--- src/rtl/rs_gf16_pkg.sv ---
// GF(2^4) arithmetic for the RS(15,13) codec, field polynomial x^4+x+1.
// Shared constants, log/antilog tables and multiply helper.
package rs_gf16_pkg;

  localparam int N             = 15;
  localparam int K             = 13;
  localparam int P             = N - K;
  localparam int SYMB_BITWIDTH = 4;

  typedef logic [SYMB_BITWIDTH-1:0] gf_t;

  localparam logic [4:0] PRIM_POLY = 5'b10011;

  // Entry 15 wraps back to alpha^0 so any 4-bit exponent is a legal index.
  localparam gf_t ALOG_TABLE [16] = '{
    4'h1, 4'h2, 4'h4, 4'h8, 4'h3, 4'h6, 4'hC, 4'hB,
    4'h5, 4'hA, 4'h7, 4'hE, 4'hF, 4'hD, 4'h9, 4'h1
  };

  // log(0) is undefined; its entry is never used by a valid decode.
  localparam gf_t LOG_TABLE [16] = '{
    4'd0,  4'd0,  4'd1,  4'd4,  4'd2,  4'd8,  4'd5,  4'd10,
    4'd3,  4'd14, 4'd9,  4'd7,  4'd6,  4'd13, 4'd11, 4'd12
  };

  function automatic gf_t gf_mul(input gf_t a, input gf_t b);
    gf_t acc;
    gf_t x;
    acc = '0;
    x   = a;
    for (int i = 0; i < SYMB_BITWIDTH; i++) begin
      if (b[i]) acc = acc ^ x;
      x = {x[2:0], 1'b0} ^ (x[3] ? PRIM_POLY[3:0] : 4'h0);
    end
    return acc;
  endfunction

  function automatic gf_t gf_log(input gf_t a);
    return LOG_TABLE[a];
  endfunction

  function automatic gf_t gf_alog(input logic [3:0] e);
    return ALOG_TABLE[e];
  endfunction

endpackage

--- src/rtl/rs_syndrome_n15k13.sv ---
// Combinational syndromes of a received RS(15,13) word: S0 = c(1), S1 = c(alpha).
module rs_syndrome_n15k13
  import rs_gf16_pkg::*;
(
  input  logic [N*SYMB_BITWIDTH-1:0] cw,
  output gf_t                        s0,
  output gf_t                        s1
);

  gf_t term0 [N];
  gf_t term1 [N];

  // Symbol k is the coefficient of x^(14-k), so it is weighted by alpha^(14-k).
  generate
    for (genvar gi = 0; gi < N; gi++) begin : g_sym
      assign term0[gi] = cw[gi*SYMB_BITWIDTH +: SYMB_BITWIDTH];
      assign term1[gi] = gf_mul(cw[gi*SYMB_BITWIDTH +: SYMB_BITWIDTH], gf_alog(4'(N - 1 - gi)));
    end
  endgenerate

  always_comb begin
    s0 = '0;
    s1 = '0;
    for (int i = 0; i < N; i++) begin
      s0 = s0 ^ term0[i];
      s1 = s1 ^ term1[i];
    end
  end

endmodule

--- src/rtl/rs_decoder_n15k13.sv ---
// Three-stage RS(15,13) decoder: syndromes, single-error locate, correct.
// Also keeps saturating counters of corrected and uncorrectable words.
module rs_decoder_n15k13
  import rs_gf16_pkg::*;
#(
  parameter int CNT_BW = 16
) (
  input  logic                        clk,
  input  logic                        rst_n,
  input  logic [N*SYMB_BITWIDTH-1:0]  cw_i,
  input  logic                        cw_valid_i,
  input  logic                        corr_en_i,
  input  logic                        cnt_clr_i,
  output logic [K*SYMB_BITWIDTH-1:0]  msg_o,
  output logic                        msg_valid_o,
  output logic                        corrected_o,
  output logic                        uncorr_o,
  output logic [3:0]                  err_sym_o,
  output logic [CNT_BW-1:0]           corr_cnt_o,
  output logic [CNT_BW-1:0]           uncorr_cnt_o
);

  localparam int CW_BW  = N * SYMB_BITWIDTH;
  localparam int MSG_BW = K * SYMB_BITWIDTH;

  gf_t s0_next;
  gf_t s1_next;

  rs_syndrome_n15k13 u_syndrome (
    .cw (cw_i),
    .s0 (s0_next),
    .s1 (s1_next)
  );

  logic             v1_reg;
  logic             ce1_reg;
  logic [CW_BW-1:0] cw1_reg;
  gf_t              s0_reg;
  gf_t              s1_reg;

  always_ff @(posedge clk or negedge rst_n) begin
    if (!rst_n) begin
      v1_reg  <= 1'b0;
      ce1_reg <= 1'b0;
      cw1_reg <= '0;
      s0_reg  <= '0;
      s1_reg  <= '0;
    end else begin
      v1_reg <= cw_valid_i;
      if (cw_valid_i) begin
        ce1_reg <= corr_en_i;
        cw1_reg <= cw_i;
        s0_reg  <= s0_next;
        s1_reg  <= s1_next;
      end
    end
  end

  logic [4:0] pdiff_next;
  logic [3:0] k_next;
  logic       single_next;
  logic       uncorr_next;

  // Error position p = log(S1) - log(S0) mod 15, symbol index k = 14 - p.
  always_comb begin
    pdiff_next = 5'd15 + {1'b0, gf_log(s1_reg)} - {1'b0, gf_log(s0_reg)};
    if (pdiff_next >= 5'd15) pdiff_next = pdiff_next - 5'd15;
    single_next = (s0_reg != '0) && (s1_reg != '0);
    uncorr_next = (s0_reg == '0) != (s1_reg == '0);
    k_next      = single_next ? (4'd14 - pdiff_next[3:0]) : 4'd0;
  end

  logic             v2_reg;
  logic             ce2_reg;
  logic [CW_BW-1:0] cw2_reg;
  logic             single2_reg;
  logic             uncorr2_reg;
  logic [3:0]       k2_reg;
  gf_t              e2_reg;

  always_ff @(posedge clk or negedge rst_n) begin
    if (!rst_n) begin
      v2_reg      <= 1'b0;
      ce2_reg     <= 1'b0;
      cw2_reg     <= '0;
      single2_reg <= 1'b0;
      uncorr2_reg <= 1'b0;
      k2_reg      <= '0;
      e2_reg      <= '0;
    end else begin
      v2_reg <= v1_reg;
      if (v1_reg) begin
        ce2_reg     <= ce1_reg;
        cw2_reg     <= cw1_reg;
        single2_reg <= single_next;
        uncorr2_reg <= uncorr_next;
        k2_reg      <= k_next;
        e2_reg      <= s0_reg;
      end
    end
  end

  logic [K-1:0]      fix_hit;
  logic [MSG_BW-1:0] msg_next;

  // Parity-symbol errors (k = 13, 14) never match here, so msg passes through.
  generate
    for (genvar gi = 0; gi < K; gi++) begin : g_fix
      assign fix_hit[gi] = single2_reg && ce2_reg && (k2_reg == 4'(gi));
      assign msg_next[gi*SYMB_BITWIDTH +: SYMB_BITWIDTH] =
        cw2_reg[gi*SYMB_BITWIDTH +: SYMB_BITWIDTH] ^ (fix_hit[gi] ? e2_reg : 4'h0);
    end
  endgenerate

  logic              msg_valid_reg;
  logic [MSG_BW-1:0] msg_reg;
  logic              corrected_reg;
  logic              uncorr_reg;
  logic [3:0]        err_sym_reg;

  always_ff @(posedge clk or negedge rst_n) begin
    if (!rst_n) begin
      msg_valid_reg <= 1'b0;
      msg_reg       <= '0;
      corrected_reg <= 1'b0;
      uncorr_reg    <= 1'b0;
      err_sym_reg   <= '0;
    end else begin
      msg_valid_reg <= v2_reg;
      if (v2_reg) begin
        msg_reg       <= msg_next;
        corrected_reg <= single2_reg;
        uncorr_reg    <= uncorr2_reg;
        err_sym_reg   <= k2_reg;
      end else begin
        corrected_reg <= 1'b0;
        uncorr_reg    <= 1'b0;
        err_sym_reg   <= '0;
      end
    end
  end

  logic [CNT_BW-1:0] corr_cnt_reg;
  logic [CNT_BW-1:0] uncorr_cnt_reg;

  always_ff @(posedge clk or negedge rst_n) begin
    if (!rst_n) begin
      corr_cnt_reg   <= '0;
      uncorr_cnt_reg <= '0;
    end else if (cnt_clr_i) begin
      corr_cnt_reg   <= '0;
      uncorr_cnt_reg <= '0;
    end else begin
      if (msg_valid_reg && corrected_reg && (corr_cnt_reg != '1))
        corr_cnt_reg <= corr_cnt_reg + CNT_BW'(1);
      if (msg_valid_reg && uncorr_reg && (uncorr_cnt_reg != '1))
        uncorr_cnt_reg <= uncorr_cnt_reg + CNT_BW'(1);
    end
  end

  assign msg_o        = msg_reg;
  assign msg_valid_o  = msg_valid_reg;
  assign corrected_o  = corrected_reg;
  assign uncorr_o     = uncorr_reg;
  assign err_sym_o    = err_sym_reg;
  assign corr_cnt_o   = corr_cnt_reg;
  assign uncorr_cnt_o = uncorr_cnt_reg;

endmodule

--- config.mk ---
export PLATFORM = sky130hd
export DESIGN_NAME = rs_decoder_n15k13
export DESIGN_NICKNAME = d
export VERILOG_FILES = /design/src/rtl/rs_gf16_pkg.sv /design/src/rtl/rs_syndrome_n15k13.sv /design/src/rtl/rs_decoder_n15k13.sv
export SDC_FILE = /design/constraint.sdc
export NUM_CORES = 1
export LEC_CHECK = 0
export ABC_AREA = 1
export BUFFER_PORTS_ARGS = -buffer_cell sky130_fd_sc_hd__buf_2
export CAP_MARGIN = 20
export CORE_MARGIN = 4
export CORE_UTILIZATION = 30
export CTS_BUF_LIST = sky130_fd_sc_hd__clkbuf_8
export CTS_CLUSTER_DIAMETER = 200
export CTS_CLUSTER_SIZE = 40
export DETAILED_ROUTE_END_ITERATION = 16
export PLACE_DENSITY = 0.43
export SETUP_SLACK_MARGIN = 0.4
export SYNTH_ARGS = -nofsm -noshare
export SYNTH_HDL_FRONTEND = slang
export SYNTH_HIERARCHICAL = 1
export SYNTH_SLANG_ARGS = --single-unit
--- constraint.sdc ---
create_clock -name clk -period 8.7 [get_ports clk]
set_input_delay 1.74 -clock clk [delete_from_list [all_inputs] [get_ports clk]]
set_output_delay 1.74 -clock clk [all_outputs]
set_load 0.02 [all_outputs]
==> flow_summary.toml, run 1 <==
[die]
fp.dieArea_um2 = 44070
die_w_um = 209.9
floorplan.initialDensity_pct = 30.57
core.rowCount = 73
ioPinCount = 156
fp.coreArea_um2 = 40010
die_y_um = 209.9

[drt]
finalWirelength_um = 35920
drc = 0
drtIter0Drc = 695
drt_pass1_iterations = 6
vias_per_cell = 4.468
final_antenna_net_count = 0
dr_total_vias = 9780
routedWlPerCell_um = 16.41

[setup_path]
worst_setup_path_end_kind = "register"
cp-start-kind = "register"
worst-endpoint-arrival_ns = 3.84
timing.setup.critical_path_class = "register to register"
rr_worst_depth = 15
required_ns = 9.21
crit_path_max_fanout = 6

[place]
portBuffers = 155
dp_hpwl_um = 27680
place_congestion = 0.8529
dp.cells = 2176

[run_status]
run_status = "finished, final reports clean"

[synthesis]
synth_seq_cells = 217
ys_top_cells_by_area = "sky130_fd_sc_hd__dfrtp_1 (44%), sky130_fd_sc_hd__nand2_1 (15%), sky130_fd_sc_hd__o21ai_0 (7.1%)"
synthDominantCellAreaShare_pct = 44.39
syn_nets = 1628
netlist-cell-type-count = 40
syn_area_um2 = 12230
synth-seq-area-share_pct = 44.39
synth.avg_cell_area_um2 = 7.932
number_of_cells_produced_by_synthesis = 1542
synth_area_leader_cell = "sky130_fd_sc_hd__dfrtp_1"
yosys_warnings = 6

[cts]
clock_insertion_delay_worst_skew_ns = 0.55
cts.path.max_buffers = 3
cts_inserted_buffers = 9
cts-hold-fix-buffers = 0
cts_tree = "done"
clock-root-buffer = "sky130_fd_sc_hd__clkbuf_8"
clk_transition_reported_paths_ns = 0.24
clock_sinks = 217
post_cts.resized_instances = 0
cts_htree_levels = 1
cts_setup_buffers = 0

[power_and_ir_drop]
power_density_nw_per_um2 = 211.7
power_uw = 2898
cellLeakagePower_uw = 0.006926
peakVddDrop_mv = 0.1984

[global_routing]
grt_max_degree = 105
grt_overflow = 0
antenna_found_initial = 1
grtUsageTotal_pct = 15.99
grt_pass1_wl_um = 56210
vias_in_the_first_global_route = 9440

[final_layout]
final_cells = 2189
multi_input_logic_area_um2 = 5874
n_fill_cell = 4247
layout_commonest_cell = "sky130_fd_sc_hd__nand2_1"
final_layout_size_suffix_gt1_share_pct = 14.79
area.sequential_um2 = 5431
most-common-layout-cells = "sky130_fd_sc_hd__nand2_1 (474), sky130_fd_sc_hd__dfrtp_1 (216), sky130_fd_sc_hd__inv_1 (184), sky130_fd_sc_hd__o21ai_0 (173), sky130_fd_sc_hd__buf_2 (154)"
area_growth_pct = 11.93
design.final.nets = 1749

[timing]
achievable-frequency_ghz = 0.2995
max_slew.worst_pin.slew_ns = 1.000
layout_min_cycle_time_ns = 3.339
maxSlewHeadroom_pct = 33.34
finalHoldViolCount = 0
finalHoldWorstSlack_ns = 0.4689
drv_slew = 0
setup_viol_count_final = 0
setup_repair_after_global_routing_missed_its_margin = "false"
fin_setup_tns_ns = 0
layout_worst_path_cycle_share_pct = 38.38
clock_skew_ns = 0.05289

[hold_path]
whs_path_depth = 2
worstHoldPathType = "register to register"

[flow_run]
timing.max_cap.violations = 0
-- path summary, 6_finish.rpt --
kind	to	slack (ns)	from
worst max-delay path	k2_reg[2]$_DFFE_PN0P_	5.36	s1_reg[0]$_DFFE_PN0P_
worst min-delay path	cw2_reg[5]$_DFFE_PN0P_	0.47	cw1_reg[5]$_DFFE_PN0P_
worst max register to register	k2_reg[2]$_DFFE_PN0P_	5.36	s1_reg[0]$_DFFE_PN0P_
worst min register to register	cw2_reg[5]$_DFFE_PN0P_	0.47	cw1_reg[5]$_DFFE_PN0P_
max in group asynchronous	cw2_reg[36]$_DFFE_PN0P_	6.19	rst_n
min in group asynchronous	msg_o[27]$_DFFE_PN0P_	1.11	rst_n
-- cells by family after synthesis --
group / after synthesis / share of synthesized area, %
compound gates: 216 / 9.053
xor+xnor: 152 / 11.01
fa+ha+maj: 21 / 2.209
buf+inv: 241 / 7.580
flops: 217 / 44.39
mux: 24 / 2.209
simple gates: 671 / 23.55
-- cell usage after synthesis, drive strengths merged --
| cell | count |
|---|---|
| a21oi | 22 |
| a31oi | 5 |
| and3 | 1 |
| buf | 13 |
| clkbuf | 39 |
| clkinv | 1 |
| dfrtp | 217 |
| fa | 1 |
| ha | 20 |
| inv | 188 |
| mux2 | 24 |
| nand2 | 487 |
| nand3 | 73 |
| nand3b | 9 |
| nand4 | 5 |
| nor2 | 78 |
| nor3 | 13 |
| nor4 | 2 |
| o211ai | 1 |
| o21ai | 185 |
| o22ai | 1 |
| o31ai | 2 |
| or2 | 3 |
| xnor2 | 60 |
| xor2 | 92 |
-- area by class of cell --
| class | instances | area share (%) |
|---|---|---|
| repair buffers | 162 | 6.269 |
| well taps | 525 | 4.798 |
| diodes | 1 | 0.01828 |
| inverters | 189 | 5.182 |
| clock inverters | 2 | 0.2468 |
| clock buffers | 9 | 0.9048 |
| flip-flops and latches | 217 | 39.67 |
| multi-input cells | 1084 | 42.91 |
-- layer usage --
| metal | track usage, % | routed length, µm | up-vias | share of wire [%] |
|---|---|---|---|---|
| met4 | 2.723 | 490 | 2 | 1.4 |
| met5 | 0 | 13 | - | 0.036 |
| li1 | - | - | 5046 | - |
| met2 | 23.82 | 15120 | 201 | 42 |
| met1 | 25.43 | 19020 | 4500 | 53 |
| met3 | 1.510 | 1284 | 31 | 3.6 |
-- power by group --
part / internal [µW] / leakage (µW) / switching, µW
sequential: 1140 / 0.00272 / 117
clock: 103 / 0.0000815 / 325
combinational: 427 / 0.00412 / 784
-- through the flow --
step | cell area [µm²] | setup WS, ns | utilization, %
3_3_place_gp | 13500 | 5.326 | 33.75
2_1_floorplan | 12230 | 5.651 | -
3_5_place_dp | 13500 | 5.322 | 33.75
5_1_grt | 13690 | 5.109 | 34.22
6_report | 13690 | 5.361 | 34.22
4_1_cts | 13660 | 5.359 | 34.15
-- critical path, stage by stage (launching register included) --
cell and delay [ns]:
sky130_fd_sc_hd__dfrtp_1 0.47, sky130_fd_sc_hd__inv_1 0.17, sky130_fd_sc_hd__ha_1 0.27, sky130_fd_sc_hd__or2_2 0.30, sky130_fd_sc_hd__o21ai_0 0.35, sky130_fd_sc_hd__fa_1 0.54, sky130_fd_sc_hd__ha_1 0.25, sky130_fd_sc_hd__nand3_1 0.09
sky130_fd_sc_hd__nand2_1 0.06, sky130_fd_sc_hd__nand3_2 0.09, sky130_fd_sc_hd__nand2_2 0.07, sky130_fd_sc_hd__nand2_1 0.06, sky130_fd_sc_hd__nand2_1 0.08, sky130_fd_sc_hd__ha_1 0.22, sky130_fd_sc_hd__xor2_1 0.16, sky130_fd_sc_hd__o21ai_1 0.11
(Power assumes the default switching activity.)
==> run 2, diff against run 1 <==
- PLACE_DENSITY: 0.43 -> 0.45
- clock period: 8.7 -> 2.75 ns (I/O delays scaled with it)
==> flow_summary.toml, run 2 (synthesis gave the netlist of run 1 again) <==
[run_status]
run_status = "finished with violations"
failed_checks = "negative setup slack"

[timing]
drv_slew = 0
maxSlewHeadroom_pct = 61.50
clock_skew_ns = 0.06284
final.setup.worst_slack_ns = -0.2241
achievable-frequency_ghz = 0.3362
max_slew.worst_pin.slew_ns = 0.5775
setup_viol_count_final = 4
finalHoldViolCount = 0
layout_min_cycle_time_ns = 2.974
setup_repair_after_global_routing_missed_its_margin = "true"
finalHoldWorstSlack_ns = 0.2269
layout_worst_path_cycle_share_pct = 108.1

[cts]
cts_inserted_buffers = 9
cts_tree = "done"
cts_htree_levels = 1
cts.path.max_buffers = 3
clock-root-buffer = "sky130_fd_sc_hd__clkbuf_8"
clock_insertion_delay_worst_skew_ns = 0.56
clock_sinks = 217
clk_transition_reported_paths_ns = 0.23

[drt]
drc = 0
routedWlPerCell_um = 15.51
drt_pass1_iterations = 5
route.top_layer_used = "met4"
final_antenna_net_count = 0
wirelength_met1_um = 17840
finalWirelength_um = 34360
dr_total_vias = 9816
met3_length_um = 1341
drtIter0Drc = 648
vias_per_cell = 4.432
routed-wl-met2_um = 14780

[final_layout]
most-common-layout-cells = "sky130_fd_sc_hd__nand2_1 (470), sky130_fd_sc_hd__dfrtp_1 (216), sky130_fd_sc_hd__inv_1 (182), sky130_fd_sc_hd__o21ai_0 (168), sky130_fd_sc_hd__buf_2 (154)"
design.final.nets = 1775
area_growth_pct = 14.61
multi_input_logic_area_um2 = 5958
final_cells = 2215
final_layout_size_suffix_gt1_share_pct = 16.87
n_fill_cell = 4260
final_core_utilization_pct = 35.04
layout_commonest_cell = "sky130_fd_sc_hd__nand2_1"
design_area_um2 = 14020
area.sequential_um2 = 5431

[place]
portBuffers = 155
dp.cells = 2198
place_congestion = 0.8525
dp_hpwl_um = 26850
dpl_cell_area_um2 = 13780

[flow_run]
timing.max_cap.violations = 0

[power_and_ir_drop]
seq_power_share_pct = 39.4
power_density_nw_per_um2 = 713.3
peakVddDrop_mv = 0.6604
power_frac_comb_pct = 47.5
swShare_pct = 41.49
power_uw = 9999
cellLeakagePower_uw = 0.007079
power.net_switching_uw = 4149
intPower_uw = 5850
clkPwrFrac_pct = 13.1

[die]
core.rowCount = 73
die_w_um = 209.9
fp.coreArea_um2 = 40010
fp.dieArea_um2 = 44070
ioPinCount = 156
die_y_um = 209.9
floorplan.initialDensity_pct = 30.57

[setup_path]
required_ns = 3.22
worst-endpoint-arrival_ns = 3.44
cp-start-kind = "register"
timing.setup.critical_path_class = "register to register"
crit_path_max_fanout = 4
worst_setup_path_end_kind = "register"

[global_routing]
grt_pass1_wl_um = 54880
vias_in_the_first_global_route = 9522
grt_overflow = 0
grt_max_degree = 105
antenna_found_initial = 1
grtUsageTotal_pct = 15.38

[hold_path]
worstHoldPathType = "input port to register"
[run 2: cell count changes in the layout (fill, tap and decap cells not counted), sizes merged]
cell	previous run	this run
dlygate4sd3	0	1
buf	162	187
[run 2: path summary, 6_finish.rpt]
path | from | to | slack (ns) | cells past startpoint
setup / recovery | s1_reg[0]$_DFFE_PN0P_ | k2_reg[2]$_DFFE_PN0P_ | -0.22 | 17
setup reg to reg | s1_reg[0]$_DFFE_PN0P_ | k2_reg[2]$_DFFE_PN0P_ | -0.22 | 17
hold / removal | corr_en_i | ce1_reg$_DFFE_PN0P_ | 0.23 | 3
hold reg to reg | cw1_reg[32]$_DFFE_PN0P_ | cw2_reg[32]$_DFFE_PN0P_ | 0.49 | 2
min in group asynchronous | rst_n | msg_o[3]$_DFFE_PN0P_ | 0.50 | 2
max in group asynchronous | rst_n | cw1_reg[50]$_DFFE_PN0P_ | 1.44 | 3
[run 2: area by class of cell]
type	instances	share of cell area [%]
Clock buffer	9	0.8836
Timing Repair Buffer	188	7.863
Sequential cell	217	38.75
Multi-Input combinational cell	1084	42.50
Clock inverter	2	0.2410
Antenna cell	1	0.01785
Inverter	189	5.061
Tap cell	525	4.686
[run 2: stage by stage]
stage                     worst slack (ns)  setup TNS [ns]
after floorplan                    -0.1568         -0.2325
after global placement             -0.1824         -0.4531
after detailed placement           -0.2281         -0.6185
after CTS                          -0.1913         -0.5133
after global routing               -0.4316          -1.481
final                              -0.2241         -0.6709
[run 2: per-layer routing]
| layer | track usage (%) | vias to the layer above |
|---|---|---|
| met1 | 23.77 | 4537 |
| met3 | 1.644 | 20 |
| met5 | 0 | - |
| met2 | 23.75 | 169 |
| met4 | 2.318 | 0 |
| li1 | - | 5090 |
[run 2: repair_timing]
item	4_1_cts	5_1_grt
hold buffers	1	0
pin swaps	4	12
buffers inserted	4	0
endpoints found under the setup margin	4	4
hold endpoints to repair	64	0
gates resized for setup	5	8
[run 2: power groups by stage]
stage | clock (µW) | sequential (µW) | combinational, µW
6_report | 1310 | 3940 | 4750
5_1_grt | 1500 | 4000 | 5400
4_1_cts | 1400 | 3940 | 4540
3_5_place_dp | 0 | 4010 | 4340
3_3_place_gp | 0 | 4000 | 4270
2_1_floorplan | 0 | 4070 | 2820
[run 2: critical path, stage by stage, from the launching register on]
cell and delay (ns):
sky130_fd_sc_hd__dfrtp_1 0.44, sky130_fd_sc_hd__inv_2 0.08, sky130_fd_sc_hd__ha_4 0.20, sky130_fd_sc_hd__or2_4 0.23
sky130_fd_sc_hd__nand3_2 0.06, sky130_fd_sc_hd__o21ai_2 0.05, sky130_fd_sc_hd__ha_2 0.19, sky130_fd_sc_hd__fa_1 0.58
sky130_fd_sc_hd__ha_2 0.21, sky130_fd_sc_hd__nand3_2 0.06, sky130_fd_sc_hd__nand2_2 0.09, sky130_fd_sc_hd__nand3_4 0.10
sky130_fd_sc_hd__nand2_4 0.11, sky130_fd_sc_hd__nand2_2 0.06, sky130_fd_sc_hd__nand2_2 0.09, sky130_fd_sc_hd__ha_4 0.13
sky130_fd_sc_hd__xor2_1 0.14, sky130_fd_sc_hd__o21ai_1 0.07
==> run 3, diff against run 2 <==
- clock period: 2.75 -> 2.5 ns (I/O delays scaled with it)
==> flow_summary.toml, run 3 (synthesis gave the netlist of run 1 again) <==
[run_status]
run_status = "finished with violations"
failed_checks = "negative setup slack"

[drt]
routed-wl-met2_um = 14980
drc = 0
final_antenna_net_count = 0
wirelength_met1_um = 17690
finalWirelength_um = 34540
dr_total_vias = 9890
drt_pass1_iterations = 6
route.top_layer_used = "met4"
vias_per_cell = 4.431
drtIter0Drc = 658
routedWlPerCell_um = 15.47
met3_length_um = 1383

[setup_path]
worst-r2r-setup-slack_ns = -0.45
required_ns = 2.99
cp-start-kind = "register"
worst-endpoint-arrival_ns = 3.44
rr_worst_depth = 16
worst_setup_path_end_kind = "register"
timing.setup.critical_path_class = "register to register"
r2r_start = "s1_reg[1]$_DFFE_PN0P_"
crit_path_max_fanout = 4
worst_r2r_endpoint = "k2_reg[2]$_DFFE_PN0P_"

[hold_path]
whs_path_depth = 3
worstHoldPathType = "input port to register"
worst_hold_startpoint = "corr_en_i"
worst_hold_path.endpoint = "ce1_reg$_DFFE_PN0P_"

[final_layout]
design.final.nets = 1793
layout_commonest_cell = "sky130_fd_sc_hd__nand2_1"
n_fill_cell = 4235
area_growth_pct = 15.64
final_core_utilization_pct = 35.36
final_layout_size_suffix_gt1_share_pct = 17.88
most-common-layout-cells = "sky130_fd_sc_hd__nand2_1 (469), sky130_fd_sc_hd__dfrtp_1 (216), sky130_fd_sc_hd__inv_1 (180), sky130_fd_sc_hd__o21ai_0 (169), sky130_fd_sc_hd__buf_2 (154)"

[timing]
layout_min_cycle_time_ns = 2.953
final.setup.worst_slack_ns = -0.4528
achievable-frequency_ghz = 0.3387
finalHoldWorstSlack_ns = 0.1443
clock_skew_ns = 0.05548
setup_repair_after_global_routing_missed_its_margin = "true"
setup_viol_count_final = 4
max_slew.worst_pin.slew_ns = 0.7998
maxSlewHeadroom_pct = 46.35
finalHoldViolCount = 0
layout_worst_path_cycle_share_pct = 118.1
drv_slew = 0

[die]
ioPinCount = 156
die_y_um = 209.9
floorplan.initialDensity_pct = 30.57
fp.dieArea_um2 = 44070
fp.coreArea_um2 = 40010
core.rowCount = 73
die_w_um = 209.9

[power_and_ir_drop]
cellLeakagePower_uw = 0.007155
power_density_nw_per_um2 = 799.5
peakVddDrop_mv = 0.7872
power_uw = 11310

[cts]
clock_insertion_delay_worst_skew_ns = 0.55
cts.path.max_buffers = 3
cts_inserted_buffers = 9
clock_sinks = 217
cts_htree_levels = 1
clk_transition_reported_paths_ns = 0.24
cts_tree = "done"
clock-root-buffer = "sky130_fd_sc_hd__clkbuf_8"

[global_routing]
antenna_found_initial = 1
grtUsageTotal_pct = 15.39
grt_pass1_wl_um = 54860
vias_in_the_first_global_route = 9622
grt_overflow = 0
grt_max_degree = 100

[place]
place_congestion = 0.8684
dp_hpwl_um = 27090
portBuffers = 155

[flow_run]
timing.max_cap.violations = 0
[run 3: metrics by stage]
stage | TNS, ns | cells | setup WS, ns | instance area [µm²]
2_1_floorplan | -1.117 | 1542 | -0.4068 | 12280
3_3_place_gp | -1.483 | 2215 | -0.4373 | 13900
3_5_place_dp | -1.582 | 2215 | -0.4740 | 13900
4_1_cts | -1.477 | 2229 | -0.4058 | 14100
5_1_grt | -2.391 | 2232 | -0.6633 | 14140
6_report | -1.710 | 2232 | -0.4528 | 14140
[run 3: area by class of cell]
cell class                      count  area, µm²  share of cell area [%]
Antenna cell                        1      2.502                 0.01769
Timing Repair Buffer              206       1234                   8.722
Inverter                          189      709.4                   5.015
Tap cell                          525      656.9                   4.644
Sequential cell                   217       5431                   38.40
Multi-Input combinational cell   1084       5957                   42.11
Clock inverter                      1      30.03                  0.2123
Clock buffer                        9      123.9                  0.8757
[run 3: how the worst max path moves through the flow]
stage / endpoint / startpoint / cells after the start / slack (ns)
2_1_floorplan: k2_reg[2]$_DFFE_PN0P_ / s1_reg[0]$_DFFE_PN0P_ / 17 / -0.41
3_3_place_gp: k2_reg[2]$_DFFE_PN0P_ / s1_reg[1]$_DFFE_PN0P_ / 17 / -0.44
3_5_place_dp: k2_reg[2]$_DFFE_PN0P_ / s1_reg[1]$_DFFE_PN0P_ / 17 / -0.47
4_1_cts: k2_reg[2]$_DFFE_PN0P_ / s1_reg[1]$_DFFE_PN0P_ / 17 / -0.41
5_1_grt: k2_reg[2]$_DFFE_PN0P_ / s1_reg[1]$_DFFE_PN0P_ / 17 / -0.66
6_report: k2_reg[2]$_DFFE_PN0P_ / s1_reg[1]$_DFFE_PN0P_ / 16 / -0.45
[run 3: critical path, stage by stage (launching register included)]
cell                      delay [ns]
sky130_fd_sc_hd__dfrtp_1        0.44
sky130_fd_sc_hd__inv_2          0.08
sky130_fd_sc_hd__ha_4           0.20
sky130_fd_sc_hd__or2_4          0.23
sky130_fd_sc_hd__nand3_2        0.06
sky130_fd_sc_hd__o21ai_2        0.05
sky130_fd_sc_hd__ha_2           0.19
sky130_fd_sc_hd__fa_1           0.58
sky130_fd_sc_hd__ha_2           0.20
sky130_fd_sc_hd__nand3_2        0.06
sky130_fd_sc_hd__nand2_2        0.09
sky130_fd_sc_hd__nand3_4        0.09
sky130_fd_sc_hd__nand3_1        0.13
sky130_fd_sc_hd__nand2_4        0.08
sky130_fd_sc_hd__ha_4           0.15
sky130_fd_sc_hd__xor2_1         0.13
sky130_fd_sc_hd__o21ai_1        0.12
[run 3: where the power goes]
group | switching (µW) | internal (µW) | leakage (µW)
registers | 339 | 3970 | 0.00272
clock network | 1090 | 357 | 0.0000761
logic | 3180 | 2370 | 0.00436
[run 3: layer usage]
| layer | vias up | global-route usage (%) |
|---|---|---|
| li1 | 5134 | - |
| met1 | 4554 | 23.68 |
| met2 | 180 | 23.66 |
| met3 | 22 | 1.659 |
| met4 | 0 | 2.700 |
| met5 | - | 0 |
[run 3: repair_timing]
action	in CTS	in global routing
pin swaps	10	9
setup buffers	3	2
resized for setup	5	7
setup endpoints to repair	4	4
hold endpoints to repair	58	0
hold buffers	1	0
